--- src/rtl/seg_pkg.sv ---
// Shared constants for the seven-segment scan path: glyph codes and scan FSM states.
package seg_pkg;

    localparam int CODE_W = 5;
    localparam logic [CODE_W-1:0] BLANK_CODE = 5'd31;

    // Letter glyphs understood by the downstream decoder; 0-9 are plain digits.
    localparam logic [CODE_W-1:0] G_H = 5'd10;
    localparam logic [CODE_W-1:0] G_N = 5'd11;
    localparam logic [CODE_W-1:0] G_G = 5'd12;
    localparam logic [CODE_W-1:0] G_S = 5'd13;
    localparam logic [CODE_W-1:0] G_L = 5'd14;
    localparam logic [CODE_W-1:0] G_P = 5'd15;
    localparam logic [CODE_W-1:0] G_B = 5'd16;
    localparam logic [CODE_W-1:0] G_T = 5'd17;
    localparam logic [CODE_W-1:0] G_F = 5'd18;
    localparam logic [CODE_W-1:0] G_U = 5'd19;
    localparam logic [CODE_W-1:0] G_E = 5'd20;
    localparam logic [CODE_W-1:0] G_X = 5'd21;

    typedef enum logic {
        S_GUARD = 1'b0,
        S_DRIVE = 1'b1
    } seg_state_e;

endpackage

--- src/rtl/seg_slot_timer.sv ---
// Slot timing for the digit scan: guard/drive FSM, slot counter, digit index and frame_done.
// Exposes next-cycle state/index so the owner can register outputs aligned with the slot.
module seg_slot_timer
    import seg_pkg::*;
#(
    parameter int NUM_DIGITS = 4,
    parameter int DIGIT_CYC  = 10,
    parameter int GUARD_CYC  = 2,
    localparam int CNT_W     = $clog2(DIGIT_CYC),
    localparam int IDX_W     = $clog2(NUM_DIGITS)
) (
    input  logic             clk,
    input  logic             rst_n,
    output seg_state_e       state_nx_o,
    output logic [IDX_W-1:0] idx_nx_o,
    output logic             end_guard_o,
    output logic             end_slot_o,
    output logic             frame_done_o
);

    localparam logic [CNT_W-1:0] CNT_LAST   = CNT_W'(DIGIT_CYC - 1);
    localparam logic [CNT_W-1:0] GUARD_LAST = CNT_W'(GUARD_CYC - 1);
    localparam logic [IDX_W-1:0] IDX_LAST   = IDX_W'(NUM_DIGITS - 1);

    seg_state_e       state_q, state_d;
    logic [CNT_W-1:0] cnt_q, cnt_d;
    logic [IDX_W-1:0] idx_q, idx_d;
    logic             frame_done_q, frame_done_d;
    logic             end_guard, end_slot;

    always_ff @(posedge clk or negedge rst_n) begin
        if (!rst_n) begin
            state_q      <= S_GUARD;
            cnt_q        <= '0;
            idx_q        <= '0;
            frame_done_q <= 1'b0;
        end else begin
            state_q      <= state_d;
            cnt_q        <= cnt_d;
            idx_q        <= idx_d;
            frame_done_q <= frame_done_d;
        end
    end

    always_comb begin
        end_guard = (state_q == S_GUARD) && (cnt_q == GUARD_LAST);
        end_slot  = (cnt_q == CNT_LAST);
        state_d   = state_q;
        cnt_d     = end_slot ? '0 : cnt_q + 1'b1;
        idx_d     = idx_q;
        case (state_q)
            S_GUARD: if (end_guard) state_d = S_DRIVE;
            S_DRIVE: if (end_slot)  state_d = S_GUARD;
        endcase
        if (end_slot) begin
            idx_d = (idx_q == IDX_LAST) ? '0 : idx_q + 1'b1;
        end
        // Registered pulse lands on the last cycle of the last slot.
        frame_done_d = (cnt_d == CNT_LAST) && (idx_d == IDX_LAST);
    end

    assign state_nx_o   = state_d;
    assign idx_nx_o     = idx_d;
    assign end_guard_o  = end_guard;
    assign end_slot_o   = end_slot;
    assign frame_done_o = frame_done_q;

endmodule

--- src/rtl/seg_scan_driver.sv ---
// Multiplexed seven-segment scan driver with double-buffered frames and load/ready handshake.
// Optional per-digit blinking is compiled in with `define BLINK_EN.
module seg_scan_driver #(
    parameter int NUM_DIGITS = 4,
    parameter int CODE_W     = seg_pkg::CODE_W,
    parameter int CLK_HZ     = 50000000,
    parameter int REFRESH_HZ = 1000,
    parameter int GUARD_CYC  = 2,
    parameter logic [CODE_W-1:0] BLANK_CODE = CODE_W'(seg_pkg::BLANK_CODE)
`ifdef BLINK_EN
    , parameter int BLINK_FRAMES = 250
`endif
) (
    input  logic                         clk,
    input  logic                         rst_n,
    input  logic                         load,
    input  logic [NUM_DIGITS*CODE_W-1:0] codes_in,
    input  logic [NUM_DIGITS-1:0]        dp_in,
    input  logic [NUM_DIGITS-1:0]        blank_in,
`ifdef BLINK_EN
    input  logic [NUM_DIGITS-1:0]        blink_in,
`endif
    output logic                         ready,
    output logic [CODE_W-1:0]            code_out,
    output logic [NUM_DIGITS-1:0]        an_n,
    output logic                         dp_n,
    output logic                         frame_done
);
    import seg_pkg::*;

    localparam int DIGIT_CYC = CLK_HZ / REFRESH_HZ;
    localparam int IDX_W     = $clog2(NUM_DIGITS);
    localparam int CW_ALL    = NUM_DIGITS * CODE_W;

    seg_state_e       state_nx;
    logic [IDX_W-1:0] idx_nx;
    logic             end_guard, end_slot;

    seg_slot_timer #(
        .NUM_DIGITS (NUM_DIGITS),
        .DIGIT_CYC  (DIGIT_CYC),
        .GUARD_CYC  (GUARD_CYC)
    ) u_timer (
        .clk          (clk),
        .rst_n        (rst_n),
        .state_nx_o   (state_nx),
        .idx_nx_o     (idx_nx),
        .end_guard_o  (end_guard),
        .end_slot_o   (end_slot),
        .frame_done_o (frame_done)
    );

    logic [CW_ALL-1:0]     pend_codes_q, pend_codes_d, disp_codes_q, disp_codes_d;
    logic [NUM_DIGITS-1:0] pend_dp_q, pend_dp_d, disp_dp_q, disp_dp_d;
    logic [NUM_DIGITS-1:0] pend_blank_q, pend_blank_d, disp_blank_q, disp_blank_d;
    logic                  pending_q, pending_d, ready_q, ready_d;
    logic [CODE_W-1:0]     code_q, code_d;
    logic [NUM_DIGITS-1:0] an_n_q, an_n_d;
    logic                  dp_n_q, dp_n_d;
    logic                  swap, accept, dark;

    always_ff @(posedge clk or negedge rst_n) begin
        if (!rst_n) begin
            pend_codes_q <= '0;
            pend_dp_q    <= '0;
            pend_blank_q <= '0;
            pending_q    <= 1'b0;
            disp_codes_q <= {NUM_DIGITS{BLANK_CODE}};
            disp_dp_q    <= '1;
            disp_blank_q <= '1;
            ready_q      <= 1'b1;
            code_q       <= BLANK_CODE;
            an_n_q       <= '1;
            dp_n_q       <= 1'b1;
        end else begin
            pend_codes_q <= pend_codes_d;
            pend_dp_q    <= pend_dp_d;
            pend_blank_q <= pend_blank_d;
            pending_q    <= pending_d;
            disp_codes_q <= disp_codes_d;
            disp_dp_q    <= disp_dp_d;
            disp_blank_q <= disp_blank_d;
            ready_q      <= ready_d;
            code_q       <= code_d;
            an_n_q       <= an_n_d;
            dp_n_q       <= dp_n_d;
        end
    end

`ifdef BLINK_EN
    localparam int FC_W = $clog2(BLINK_FRAMES + 1);
    logic [NUM_DIGITS-1:0] pend_blink_q, pend_blink_d, disp_blink_q, disp_blink_d;
    logic [FC_W-1:0]       frame_cnt_q, frame_cnt_d;
    logic                  blink_on_q, blink_on_d;

    always_ff @(posedge clk or negedge rst_n) begin
        if (!rst_n) begin
            pend_blink_q <= '0;
            disp_blink_q <= '0;
            frame_cnt_q  <= '0;
            blink_on_q   <= 1'b1;
        end else begin
            pend_blink_q <= pend_blink_d;
            disp_blink_q <= disp_blink_d;
            frame_cnt_q  <= frame_cnt_d;
            blink_on_q   <= blink_on_d;
        end
    end

    always_comb begin
        frame_cnt_d = frame_cnt_q;
        blink_on_d  = blink_on_q;
        if (frame_done) begin
            if (frame_cnt_q == FC_W'(BLINK_FRAMES - 1)) begin
                frame_cnt_d = '0;
                blink_on_d  = ~blink_on_q;
            end else begin
                frame_cnt_d = frame_cnt_q + 1'b1;
            end
        end
    end
`endif

    // Buffer update: a pending frame is promoted only at the frame boundary, so
    // swap and accept are mutually exclusive (pending implies not ready).
    always_comb begin
        swap         = frame_done && pending_q;
        accept       = load && ready_q;
        pend_codes_d = pend_codes_q;
        pend_dp_d    = pend_dp_q;
        pend_blank_d = pend_blank_q;
        pending_d    = pending_q;
        disp_codes_d = disp_codes_q;
        disp_dp_d    = disp_dp_q;
        disp_blank_d = disp_blank_q;
`ifdef BLINK_EN
        pend_blink_d = pend_blink_q;
        disp_blink_d = disp_blink_q;
`endif
        if (swap) begin
            disp_codes_d = pend_codes_q;
            disp_dp_d    = pend_dp_q;
            disp_blank_d = pend_blank_q;
`ifdef BLINK_EN
            disp_blink_d = pend_blink_q;
`endif
            pending_d    = 1'b0;
        end else if (accept) begin
            pend_codes_d = codes_in;
            pend_dp_d    = dp_in;
            pend_blank_d = blank_in;
`ifdef BLINK_EN
            pend_blink_d = blink_in;
`endif
            pending_d    = 1'b1;
        end
        ready_d = ~pending_d;
    end

    // Outputs are computed from next-cycle timer state and buffer contents so the
    // registered values line up exactly with the slot they belong to. A dark digit
    // (blanked, or blinked off) also keeps its decimal point off.
    always_comb begin
        dark = disp_blank_d[idx_nx];
`ifdef BLINK_EN
        dark = dark | (disp_blink_d[idx_nx] & ~blink_on_d);
`endif
        code_d = BLANK_CODE;
        an_n_d = '1;
        dp_n_d = 1'b1;
        if (state_nx == S_DRIVE && !dark) begin
            code_d         = disp_codes_d[int'(idx_nx)*CODE_W +: CODE_W];
            an_n_d[idx_nx] = 1'b0;
            dp_n_d         = ~disp_dp_d[idx_nx];
        end
    end

    assign ready    = ready_q;
    assign code_out = code_q;
    assign an_n     = an_n_q;
    assign dp_n     = dp_n_q;

endmodule

--- config.mk ---
export PLATFORM = sky130hd
export DESIGN_NAME = seg_scan_driver
export DESIGN_NICKNAME = d
export VERILOG_FILES = /design/src/rtl/seg_pkg.sv /design/src/rtl/seg_slot_timer.sv /design/src/rtl/seg_scan_driver.sv
export SDC_FILE = /design/constraint.sdc
export NUM_CORES = 1
export LEC_CHECK = 0
export CELL_PAD_IN_SITES_DETAIL_PLACEMENT = 0
export CELL_PAD_IN_SITES_GLOBAL_PLACEMENT = 1
export CORE_UTILIZATION = 50
export CTS_CLUSTER_DIAMETER = 80
export DETAILED_ROUTE_END_ITERATION = 7
export PLACE_DENSITY_LB_ADDON = 0.1
export SETUP_SLACK_MARGIN = 0.5
export SKIP_LAST_GASP = 1
export SYNTH_ARGS = -nofsm -noshare
export SYNTH_HDL_FRONTEND = slang
export SYNTH_SLANG_ARGS = --single-unit
export TNS_END_PERCENT = 10
--- constraint.sdc ---
create_clock -name clk -period 6.2 [get_ports clk]
set_input_delay 0.62 -clock clk [delete_from_list [all_inputs] [get_ports clk]]
set_output_delay 0.62 -clock clk [all_outputs]
set_load 0.05 [all_outputs]
# [After elaboration in Yosys (flattened, before gate mapping)]
# Index checks and enable logic that the tools add are counted.
[totals] register_bits=88 out_inout_bits=12
[op_classes] n_addsub=2 mul=1 magnitude_cmp=2 n_eq_ne=5 n_shift=1 muxes=20 bitwise=5 n_reduce_logical=8
[op_table] cell="$eq A16 B16 Y1 const B" count=2
[op_table] cell="$mux W20" count=1
[op_table] cell="$shiftx A20 B6 Y5" count=1
[op_table] cell="$add A16 B1 Y16 const B" count=1
[op_table] cell="$eq A16 B1 Y1 const B" count=1
[op_table] cell="$mux W16" count=1
[op_table] cell="$mux W4" count=3
[op_table] cell="$mux W1" count=8
[op_table] cell="$logic_and A1 B1 Y1" count=6
[op_table] cell="$mul A2 B3 Y5 const B" count=1
[op_table] cell="$mux W5" count=1
[op_table] cell="$bmux W1 S2" count=2
[op_table] cell="$eq A2 B2 Y1 const B" count=2
[op_table] cell="$mux W2" count=2
[op_table] cell="$not A1 Y1" count=4
[op_table] cell="$not A4 Y4" count=1
[op_table] cell="$lt A2 B3 Y1 const B" count=1
[op_table] cell="$add A2 B1 Y2 const B" count=1
[op_table] cell="$demux W1 S2" count=1
[op_table] cell="$ge A2 B1 Y1 const B" count=1
[op_table] cell="$pmux W1 S2" count=1
[op_table] cell="$reduce_and A2 Y1" count=1
[op_table] cell="$logic_not A1 Y1" count=1

# [Depth between registers and ports, before layout]
[logic_depth] depth_word=9 mapped_depth=8 ltp_nobuf=8

# [Modules after synthesis]
# From an unflattened synthesis, not the netlist that was laid out.
[unflattened] cells_unflattened=270 hier_area_um2=3856.2
[by_module_without_submodules] mod="seg_scan_driver" instances=1 cells_each=169 area_per_inst_um2=2842.7
[by_module_without_submodules] mod="seg_slot_timer" instances=1 cells_each=101 area_per_inst_um2=1013.5

# [Least setup slack after synthesis]
# OpenSTA, ideal clock, no wires.
[synth_timing] path_kind="reg2reg" start="reg ready_q (netlist: ready)" end="reg pend_blank_q[0]" setup_ns=0.125 t_arrival_ns=2.054 setup_slack_ns=4.021 stages_incl_launch_ff=5 synth_period_minus_slack_ns=2.179 cell_sequence="dfstp_2 > nand2_1 > a21oi_1 > clkbuf_1 > mux2_2"
[synth_via] elab_chain_len=2
[synth_rtl] item="from (decl)" line="seg_scan_driver.sv:56" source="logic pending_q, pending_d, ready_q, ready_d;"
[synth_rtl] item="from (signal assigned)" line="seg_scan_driver.sv:83" source="ready_q <= ready_d;"
[synth_rtl] item="$logic_and A1 B1 Y1" line="seg_scan_driver.sv:128" source="accept = load && ready_q;"
[synth_rtl] item="$reduce_and A2 Y1 (no line)"
[synth_rtl] item="to (signal assigned)" line="seg_scan_driver.sv:78" source="pend_blank_q <= pend_blank_d;"
[synth_rtl] item="to (decl)" line="seg_scan_driver.sv:55" source="logic [NUM_DIGITS-1:0] pend_blank_q, pend_blank_d, disp_blank_q, disp_blank_d;"
# No other way between the ends.
# A chain may end at the register's enable or synchronous reset.

# [Worst setup path after layout]
[layout_timing] start="reg u_timer.cnt_q[0]" end="reg an_n_q[1] (netlist: an_n[1])"
[layout_via] elab_chain_len=8
[layout_rtl] item="from (decl)" line="seg_slot_timer.sv:26" source="logic [CNT_W-1:0] cnt_q, cnt_d;"
[layout_rtl] item="from (signal assigned)" line="seg_slot_timer.sv:39" source="cnt_q <= cnt_d;"
[layout_rtl] item="$eq A16 B16 Y1" line="seg_slot_timer.sv:47" source="end_slot = (cnt_q == CNT_LAST);"
[layout_rtl] item="$mux W2" line="seg_slot_timer.sv:55" source="if (end_slot) begin"
[layout_rtl] item="$lt A2 B3 Y1 (implied by the code) / $ge A2 B1 Y1 (equally long branches)" line="seg_scan_driver.sv:173" source="an_n_d[idx_nx] = 1'b0;"
[layout_rtl] item="$logic_and A1 B1 Y1 (implied by the code)" line="seg_scan_driver.sv:173"
[layout_rtl] item="$mux W1 (implied by the code)" line="seg_scan_driver.sv:173"
[layout_rtl] item="$demux W1 S2" line="seg_scan_driver.sv:173"
[layout_rtl] item="$not A4 Y4 (no line)"
[layout_rtl] item="$mux W4 *" line="seg_scan_driver.sv:171" source="if (state_nx == S_DRIVE && !dark) begin"
[layout_rtl] item="net an_n_d[1]" line="seg_scan_driver.sv:58" source="logic [NUM_DIGITS-1:0] an_n_q, an_n_d;"
[layout_rtl] item="to (signal assigned)" line="seg_scan_driver.sv:85" source="an_n_q <= an_n_d;"
[layout_rtl] item="to (decl)" line="seg_scan_driver.sv:58"
# The timed path passes the listed nets; every way through them passes the cells marked *. The select of a mux whose other input is x is not followed.

==> impl_metrics.toml <==
[status]
status = "completed"

[layout]
fin_util = 0.603
layout.area.seq_sq_um = 2250
antenna_cells = 0
drive_above_1_share = 0.381
multi_input_area_sq_um = 1600
fill_cells = 648
nets = 373
syn_to_final_growth_pct = 16.9

[worst_setup_path]
critPathKind = "flop to flop"
crit_required_ps = 6440
cp-start-kind = "flop"
reg2reg_from = "u_timer.cnt_q[0]"
cp.arrival_ps = 2730
critPathMaxFanout = 15
end_kind = "flop"
r2r_slack_ps = 3710
rr_worst_depth = 7
reg2reg_to = "an_n[1]"

[grt]
antenna_found_initial = 0
grt_max_degree = 60
grt_pass1_wl_um = 11900
grt_usage = 0.187
grt_pass1_vias = 2331
overflow = 0

[routing]
wl_per_cell_um = 15.6
num_vias = 2346
drc_errors = 0
wl_um = 6950
ant_nets = 0
dr.pass1.iters = 4
vias_per_cell = 5.26
drtIter0Drc = 69

[synthesis]
synth_compound_area_frac = 0.0410
synthesis.area_sq_um = 3960
synth_top_area_frac = 0.309
netlist_top_cells_count = "mux2_2 (56), dfrtp_1 (49), dfstp_2 (39), nor2_1 (20), mux2i_1 (15)"
syn_nets = 328
synth_edf_count = 0
synthAdderAreaFrac = 0.00947
yosys_warnings = 0
synthXorXnorAreaFrac = 0.0331
ys_seq_area_frac = 0.568
synth_area_leaders = "dfrtp_1 (31%), dfstp_2 (26%), mux2_2 (16%)"
synth_top_family_by_area = "multiplexers"
ys_types = 48
synth_flop_cell = "dfrtp_1"
postSynth.asyncResetShare = 1.00
muxShareOfSynthArea = 0.203
yosys.area.top_type = "dfrtp_1"
yosys_register_bits = 88
postSynthAreaPerCell_sq_um = 13.5
synthSimpleGateAreaFrac = 0.117
syn_inst = 294
yosysMostFrequentCell = "mux2_2"

[clock_tree]
worstSkewPairLatency_ps = 350
clk_pin_slew_ps = 90
cts.sinks = 88
h-tree-depth = 3
root_buffer = "clkbuf_8"
tritoncts = "built"
clockBufferDepth = 2
post-cts-setup-buffers = 0
cts-resized-gates = 0
hold_buffers = 0
numCtsBuffers = 9

[pwr]
p_leak_uw = 0.00199
finalPower_uw = 1180
powerDensity_nw_per_um2 = 254
max-vdd-ir-drop_uv = 129

[placement]
numPortBuffers = 42
finalWeightedCongestion = 0.836
place_hpwl_um = 4740

[die]
core-area_sq_um = 7690
die_w_um = 91.0
die_height_um = 91.0
io-pin-count = 43
start_util = 0.516
dieArea_sq_um = 8290
placementRows = 32

[sta]
max_freq_mhz = 402
finalSetupTns_ps = 0
finalSetupViolations = 0
max_slew.worst_pin.slew_ps = 791
slew_viol_final = 0
slew_headroom = 0.471
hold_viol = 0
finalCritPeriodShare = 0.402
skew_ps = 9.75
grt_setup_unrepaired = "false"
period_needed_ps = 2490

[min_path]
hold_path.class = "input port to async pin"

[job]
drv_cap = 0
## sequential cells by signal, summed over array words and instances (netlist names)
name,cells
an_n,4
code_out,5
disp_blank_q,4
disp_codes_q,20
disp_dp_q,4
dp_n,1
pend_blank_q,4
pend_codes_q,20
pend_dp_q,4
pending_q,1
ready,1
u_timer.cnt_q,16
u_timer.frame_done_o,1
u_timer.idx_q,2
u_timer.state_q,1
## how the worst max path moves through the flow
stage	startpoint	endpoint	slack (ps)
4_1_cts	u_timer.cnt_q[0]	an_n[1]	3670
6_report	u_timer.cnt_q[0]	an_n[1]	3710
3_5_place_dp	u_timer.cnt_q[0]	an_n[1]	3710
5_1_grt	u_timer.cnt_q[0]	code_out[2]	3550
3_3_place_gp	u_timer.cnt_q[0]	code_out[2]	3750
2_1_floorplan	ready	pend_blank_q[0]	4020
## kinds of logic (layout without fill, tap and decap cells)
kind of cell / after synthesis / in the layout
multiplexers: 72 / 72
AO/OA/AOI/OAI: 20 / 20
buffers and inverters: 16 / 66
adder cells (fa/ha/maj): 3 / 3
flip-flops: 88 / 88
AND/OR/NAND/NOR: 80 / 80
XOR/XNOR: 15 / 15
## per-stage QoR
step	area, sq um	hold slack, ps	worst slack (ps)	instances
global route	4630	205	3550	446
detailed placement	4440	496	3710	430
finish	4630	181	3710	446
global placement	4440	486	3750	430
floorplan	3960	324	4020	294
CTS	4630	190	3670	446
## placed cells by master, fill, tap and decap left out, drive strengths merged, types with 2 or more instances in the layout
cell           Yosys  routed
xor2               7       7
clkbuf             7      10
clkinv             0       2
nor3               8       8
a21oi              5       5
ha                 3       3
buf                3       3
o211ai             5       5
nor4               4       4
inv                6       7
and4               3       3
nand2b             3       3
clkinvlp           0       2
mux2              56      56
dfrtp             49      49
or4b               2       2
nand3              9       9
xnor2              8       8
o21ai              5       5
nor2              20      20
nand2             14      14
or2                6       6
clkdlybuf4s50      0      41
dfstp             39      39
nand4              5       5
mux2i             16      16
## layout make-up
type,instances,share of cell area
clock buffers,10,0.0276
inverters,6,0.00486
multi-input cells,190,0.346
clock inverters,6,0.0146
well taps,102,0.0276
repair buffers,44,0.0935
flip-flops and latches,88,0.486
## critical path: stages, from the launching register on
cell,delay (ps)
dfrtp_1,440
ha_1,270
and4_2,250
nand4_4,140
mux2i_4,670
mux2i_1,300
o21a_4,210
nand3_1,90
## report_power, final
group	switching, uW	internal (uW)
logic	34.8	69.8
registers	35.3	643
clock network	206	188
## per-layer routing
layer  vias up  global-route usage  part of all wire
met2        32               0.264              0.44
met1      1179               0.282              0.52
met3         8              0.0327             0.027
li1       1127                   -                 -
met4         0              0.0833             0.016
met5         -                   0                 0
No activity file was read; power rests on OpenSTA's default activity.
